File: src/rtl/hb_mac_scheduler.sv
// Shared-MAC sequencer for one decimation stage: walks every (channel, tap) op
// per frame, flags accumulator loads and delays tap-last events into writebacks.
module hb_mac_scheduler #(
  parameter int NCH     = 20,
  parameter int NTAP    = 8,
  parameter int CHW     = 5,
  parameter int TAPW    = 3,
  parameter int MAC_LAT = 2
) (
  input  logic            clk,
  input  logic            rst,
  input  logic            start,
  input  logic            clr_err,
  output logic            busy,
  output logic            mac_vld,
  output logic            mac_first,
  output logic [CHW-1:0]  ch_idx,
  output logic [TAPW-1:0] tap_idx,
  output logic            out_wr,
  output logic [CHW-1:0]  out_ch,
  output logic            done,
  output logic            overrun
);

  typedef enum logic [1:0] {IDLE, RUN, DRAIN, DONE} state_t;

  localparam int DW = (MAC_LAT > 1) ? $clog2(MAC_LAT) : 1;
  localparam logic [CHW-1:0]  CH_LAST   = CHW'(NCH - 1);
  localparam logic [TAPW-1:0] TAP_LAST  = TAPW'(NTAP - 1);
  localparam logic [DW-1:0]   DRAIN_END = DW'(MAC_LAT - 1);

  state_t         state;
  logic [DW-1:0]  drain_cnt;
  logic           wb_evt;
  logic           wb_vld [MAC_LAT];
  logic [CHW-1:0] wb_ch  [MAC_LAT];

  always_ff @(posedge clk) begin
    if (!rst) begin
      state     <= IDLE;
      drain_cnt <= '0;
      busy      <= 1'b0;
      mac_vld   <= 1'b0;
      mac_first <= 1'b0;
      ch_idx    <= '0;
      tap_idx   <= '0;
      done      <= 1'b0;
      overrun   <= 1'b0;
    end else begin
      done <= 1'b0;
      // An offending start beats a simultaneous clear.
      if (start && busy)
        overrun <= 1'b1;
      else if (clr_err)
        overrun <= 1'b0;

      case (state)
        IDLE: begin
          if (start) begin
            state     <= RUN;
            busy      <= 1'b1;
            mac_vld   <= 1'b1;
            mac_first <= 1'b1;
            ch_idx    <= '0;
            tap_idx   <= '0;
          end
        end
        RUN: begin
          if (tap_idx == TAP_LAST && ch_idx == CH_LAST) begin
            state     <= DRAIN;
            mac_vld   <= 1'b0;
            mac_first <= 1'b0;
            ch_idx    <= '0;
            tap_idx   <= '0;
            drain_cnt <= '0;
          end else if (tap_idx == TAP_LAST) begin
            tap_idx   <= '0;
            ch_idx    <= ch_idx + CHW'(1);
            mac_first <= 1'b1;
          end else begin
            tap_idx   <= tap_idx + TAPW'(1);
            mac_first <= 1'b0;
          end
        end
        DRAIN: begin
          // Hold until the last channel's result has left the MAC.
          if (drain_cnt == DRAIN_END) begin
            state <= DONE;
            done  <= 1'b1;
          end else begin
            drain_cnt <= drain_cnt + DW'(1);
          end
        end
        DONE: begin
          state <= IDLE;
          busy  <= 1'b0;
        end
        default: state <= IDLE;
      endcase
    end
  end

  assign wb_evt = mac_vld && (tap_idx == TAP_LAST);

  genvar gi;
  generate
    for (gi = 0; gi < MAC_LAT; gi++) begin : g_wb
      if (gi == 0) begin : g_head
        always_ff @(posedge clk) begin
          if (!rst) begin
            wb_vld[0] <= 1'b0;
            wb_ch[0]  <= '0;
          end else begin
            wb_vld[0] <= wb_evt;
            wb_ch[0]  <= wb_evt ? ch_idx : '0;
          end
        end
      end else begin : g_tail
        always_ff @(posedge clk) begin
          if (!rst) begin
            wb_vld[gi] <= 1'b0;
            wb_ch[gi]  <= '0;
          end else begin
            wb_vld[gi] <= wb_vld[gi-1];
            wb_ch[gi]  <= wb_ch[gi-1];
          end
        end
      end
    end
  endgenerate

  assign out_wr = wb_vld[MAC_LAT-1];
  assign out_ch = wb_ch[MAC_LAT-1];

endmodule
File: config.mk
export PLATFORM = sky130hd
export DESIGN_NAME = hb_mac_scheduler
export DESIGN_NICKNAME = d
export VERILOG_FILES = /design/src/rtl/hb_mac_scheduler.sv
export SDC_FILE = /design/constraint.sdc
export NUM_CORES = 1
export LEC_CHECK = 0
export CORE_MARGIN = 3
export CORE_UTILIZATION = 40
export DETAILED_ROUTE_END_ITERATION = 8
export PLACE_DENSITY = 0.67
export SKIP_LAST_GASP = 1
export SYNTH_ARGS = -nofsm -noshare
export SYNTH_HDL_FRONTEND = slang
export SYNTH_SLANG_ARGS = --single-unit
File: constraint.sdc
create_clock -name clk -period 2.15 [get_ports clk]
set_input_delay 0.5375 -clock clk [delete_from_list [all_inputs] [get_ports clk]]
set_output_delay 0.5375 -clock clk [all_outputs]
set_load 0.005 [all_outputs]
Word level (Yosys, flattened, before mapping)
Memories as Yosys holds them, arrays and structs flattened.
Index checks and enable logic that the tools add are counted.
- add/sub/neg operators: 3
- multipliers: 0
- div/mod/pow operators: 0
- magnitude comparators: 0
- equality and inequality tests: 9
- shift-type cells: 0
- muxes and demuxes: 31
- bitwise operators: 4
- reduce and logical (&&, ||, !) cells: 15
- operator list (cell ; count):
    $mux W5 ; 6
    $mux W1 ; 12
    $pmux W5 S2 ; 1
    $mux W3 ; 3
    $reduce_and A3 Y1 ; 3
    $pmux W1 S2 ; 4
    $pmux W2 S4 ; 1
    $reduce_and A2 Y1 ; 4
    $reduce_bool A2 Y1 ; 4
    $mux W2 ; 3
    $ne A2 B2 Y1 const B ; 3
    $pmux W3 S2 ; 1
    $add A5 B1 Y5 const B ; 1
    $eq A5 B5 Y1 const B ; 1
    $eq A2 B2 Y1 const B ; 2
    $or A1 B1 Y1 ; 4
    $add A3 B1 Y3 const B ; 1
    $eq A3 B3 Y1 const B ; 1
    $logic_and A1 B1 Y1 ; 3
    $ne A3 B3 Y1 const B ; 1
    $eq A2 B1 Y1 const B ; 1
    $logic_not A2 Y1 ; 1
    $add A1 B1 Y1 const B ; 1
- bits in registers: 16
- latch bits: 0
- RAM bits: 12
- ROM bits: 0
- input port bits: 4
- output and inout bits: 19
- logic and storage cells: 73
- memories: 2
- memories (name ; depth ; width ; read ports ; clocked after Yosys merged registers in ; write ports ; line ; RTL):
    wb_ch ; 2 ; 5 ; 2 ; 0 ; 2 ; 36 ; logic [CHW-1:0] wb_ch [MAC_LAT];
    wb_vld ; 2 ; 1 ; 2 ; 0 ; 2 ; 35 ; logic wb_vld [MAC_LAT];

Longest topological paths before layout
- depth in word-level cells: 4
- mapped depth: 7
- mapped depth without buffers: 6

Worst setup path after synthesis
Ideal clock, no wire load.
- path kind: flip-flop to flip-flop
- start: register ch_idx[0]
- end: register state[0]
- arrival: 1.401 ns
- required time: 2.030 ns
- slack: 0.629 ns
- cell stages (with the launch flop): 7
- buffers on the path: 1
- period minus slack after synthesis: 1.521 ns
- cell sequence: dfxtp_1 ha_1 nand4bb_4 or2_0 buf_6 a211oi_1 nor2_1
- cells in the longest elaborated chain, start to end: 4
- RTL lines (what ; line ; RTL):
    start: declaration ; 17 ; output logic [CHW-1:0] ch_idx,
    start signal: assignment ; 78 ; ch_idx <= ch_idx + CHW'(1);
    $eq A5 B5 Y1 ; 69 ; if (tap_idx == TAP_LAST && ch_idx == CH_LAST) begin
    $logic_and A1 B1 Y1 ; 69 ;
    $ne A2 B2 Y1 (no source line) ; - ;
    $reduce_and A3 Y1 (no source line) ; - ;
    end signal: assignment ; 70 ; state <= DRAIN;
    end signal: assignment ; 88 ; state <= DONE;
    end signal: assignment ; 95 ; state <= IDLE;
    end: declaration ; 32 ; state_t state;
Every way passes these cells.
A chain may end at the register's enable or synchronous reset.

Worst setup path after layout
- start: register state[1]
- end: register ch_idx[3]
- cells in the longest elaborated chain, start to end: 3
- elaborated cells on any way between the ends: 7
- classes of those cells: 3 x eq/ne; 1 x mux; 3 x reduce/logical
- RTL lines (what ; line ; RTL):
    start signal: assignment ; 40 ; state <= IDLE;
    start signal: assignment ; 60 ; state <= RUN;
    start signal: assignment ; 70 ;
    $eq A2 B1 Y1 / $logic_not A2 Y1 (equally long branches) ; 57 ; case (state)
    $ne A3 B3 Y1 (no source line), or another cell as far along ; - ;
    $reduce_and A3 Y1 (no source line) ; - ;
Parallel ways exist; a longest one is shown, timed or not.

==> impl_results.md <==
* Status: finished, final reports clean
* Vias per cell at 5.16
* Most used DFF post-synth: dfxtp_1
* Cell repeated most along the worst path: inv_1
* Top cell type's share of synthesized area at 0.479
* Routability cong. at 0.760
* Slew Viols, Final at 0
* TritonCTS clock tree: yes
* Sequential-to-total area share from yosys stat at 0.479
* Crit path time final at 1920 ps
* Arrival time worst endpoint at 2170 ps
* Slew HR at 0.671
* Commonest cells in the netlist: dfxtp_1 (28), and2_1 (10), a21oi_1 (8), ha_1 (8), nor2_1 (8)
* Largest net degree at the start of global routing at 17
* Final antenna-violating net count at 0
* Period Utilization, post-route at 0.893
* R2R cell count at 6
* # Post-CTS Setup Buffers at 0
* Syn_nets at 131
* Largest area contributor in the netlist: dfxtp_1
* Num CTS Buffers at 3
* Clk slew on worst S/H paths at 140 ps
* Vias in the first global route at 838
* ANT cells at 0
* Setup TNS at 0 ps
* Synth Instances at 119
* Total GRT Usage at 0.133
* Fraction of layout cells with a size suffix above 1 at 0.0629
* Routed wire length at 2120 µm
* Count of cell types in the netlist at 36
* Final #Nets at 156
* Count leader, synth: dfxtp_1
* First-pass GRT wire length at 3620 µm
* Area Overhead vs Synth at 25.2%
* Syn Area/Cell at 9.84 µm²
* Cell Count, Final, Fillers Out at 173
* # IOs at 23
* Worst VDD drop at 0.647 mV
* Mapped Area at 1170 µm²
* Hold/Removal Path Class: register to register
* DR iter-0 viols at 21
* Placed Instances at 169
* Synth area leaders: dfxtp_1 (48%), ha_1 (8.5%), and2_1 (5.3%)
* CP max stage delay at 410 ps
* Type of destination of the critical path: register
* Core Footprint at 2640 µm²
* Worst-skew pair later-pin latency at 330 ps
* Final setup viols at 0
* Area of the multi-input gates at 558 µm²
* Fmax at 521 MHz
* Worst Tran Pin Value at 480 ps
* RSZ-0062 raised after global routing: no
* Worst hold stages at 1
* Initial antenna violation count at 0
* Critical path class: register to register
* First-pass iteration count of the detailed router at 4
* Initial Util at 0.444
* Clk sinks at 28
* Final Hold Fails at 0
* Asr flop ratio synth at 0
* Slowest CP cell: ha_1
* DRC Markers at 0
* Die X at 60.1 µm
* Die height at 60.1 µm
* Critical path, cell by cell: inv_1 -> ha_1 -> inv_1 -> nor2_1 -> nand4_1 -> o32ai_1
* Num rows at 18
* H-tree depth at 1
* FF+latch area at 561 µm²
* Port buffer count at 22
* Cts hold-fix bufs at 0
* Clock Skews at 4.07 ps
* Crit path required time at 2400 ps
* Power Dens Cells at 933 nW/µm²
* Seq cells post-synth at 28
* Leak Pwr at 0.000562 µW
* WL per Instance at 12.2 µm
* Max_cap viols at 0
* Post-CTS sizing at 0
* Die ar. at 3610 µm²
* CTS Buffer Depth at 2
* Root Buffer Master: clkbuf_4
* Startpoint type of the worst setup path: register
* Post-synth EDFFs at 0
* Crit-path max FO at 10
* Ys Warns at 0
* Fillers at 230
* Final HPWL DP at 1530 µm
* Via count at 892
* GR Overflow Total at 0
[worst paths after layout]
| kind | startpoint | to | slack (ps) |
|---|---|---|---|
| worst max-delay path | state[1]$_SDFFE_PN0P_ | ch_idx[3]$_SDFFE_PN0P_ | 230 |
| worst min-delay path | wb_ch[0][1]$_SDFF_PN0_ | wb_ch[1][1]$_SDFF_PN0_ | 450 |
| worst max register to register | state[1]$_SDFFE_PN0P_ | ch_idx[3]$_SDFFE_PN0P_ | 230 |
| worst min register to register | wb_ch[0][1]$_SDFF_PN0_ | wb_ch[1][1]$_SDFF_PN0_ | 450 |
[cell usage in the layout (no fill, tap or decap), types with 2 or more instances in the layout]
| master | count |
|---|---|
| inv_1 | 7 |
| clkbuf_4 | 3 |
| clkdlybuf4s50_1 | 22 |
| nand2b_1 | 3 |
| nand4_1 | 2 |
| a22oi_1 | 3 |
| and2_1 | 10 |
| dfxtp_1 | 28 |
| nor3_1 | 3 |
| nor2_1 | 8 |
| nand2_1 | 7 |
| o21ai_0 | 4 |
| nor2b_1 | 2 |
| nand3_1 | 3 |
| ha_1 | 8 |
| a21oi_1 | 8 |
| and3_1 | 2 |
[cell type report]
type / instances / area share
clock inverter: 1 / 0.0205
timing repair buffer: 23 / 0.155
sequential: 28 / 0.382
clock buffer: 3 / 0.0154
inverter: 8 / 0.0205
multi-input combinational: 80 / 0.381
tap: 30 / 0.0256
[metrics by stage]
stage                     setup WS [ps]  hold WS, ps  power (µW)  instance area [µm²]  utilization
after floorplan                     629          412         908                 1170            -
after global placement              169          416        1030                 1410        0.537
after detailed placement           96.8          420        1030                 1410        0.537
after CTS                           246          454        1380                 1470        0.557
after global routing               44.2          488        1450                 1470        0.557
final                               229          450        1370                 1470        0.557
[kinds of logic (layout without fill, tap and decap cells)]
group / count (synthesis) / after routing / share of synthesized area
multiplexers: 1 / 1 / 0.00855
flip-flops: 28 / 28 / 0.479
buffers and inverters: 11 / 35 / 0.0449
AND/OR/NAND/NOR: 46 / 46 / 0.231
adder cells (fa/ha/maj): 8 / 8 / 0.0855
AO/OA/AOI/OAI: 25 / 25 / 0.152
[registers in the layout (all words and copies together) (netlist names), 2 cells and up]
name	cells
ch_idx	5
state	2
tap_idx	3
wb_ch	10
wb_vld	2
[per-layer routing]
layer	track usage	up-vias	share of wire
met5	0	-	0
met4	0.0380	0	0.017
met3	0.0454	4	0.081
met2	0.222	34	0.46
met1	0.160	391	0.44
li1	-	463	-
[critical path, delay by kind of cell, from the launching register on]
kind            cells  cell delay (ps)
simple gates        2              540
compound gates      1              240
flops               1              360
buf+inv             2              290
fa+ha+maj           1              410
[power by group]
group	internal, µW	leakage [µW]	switching [µW]
registers	569	0.000227	39.6
clock network	189	0.0000279	154
logic	190	0.000307	226
total	948	0.000562	419
Note: power is estimated with default switching activity, not from simulation.
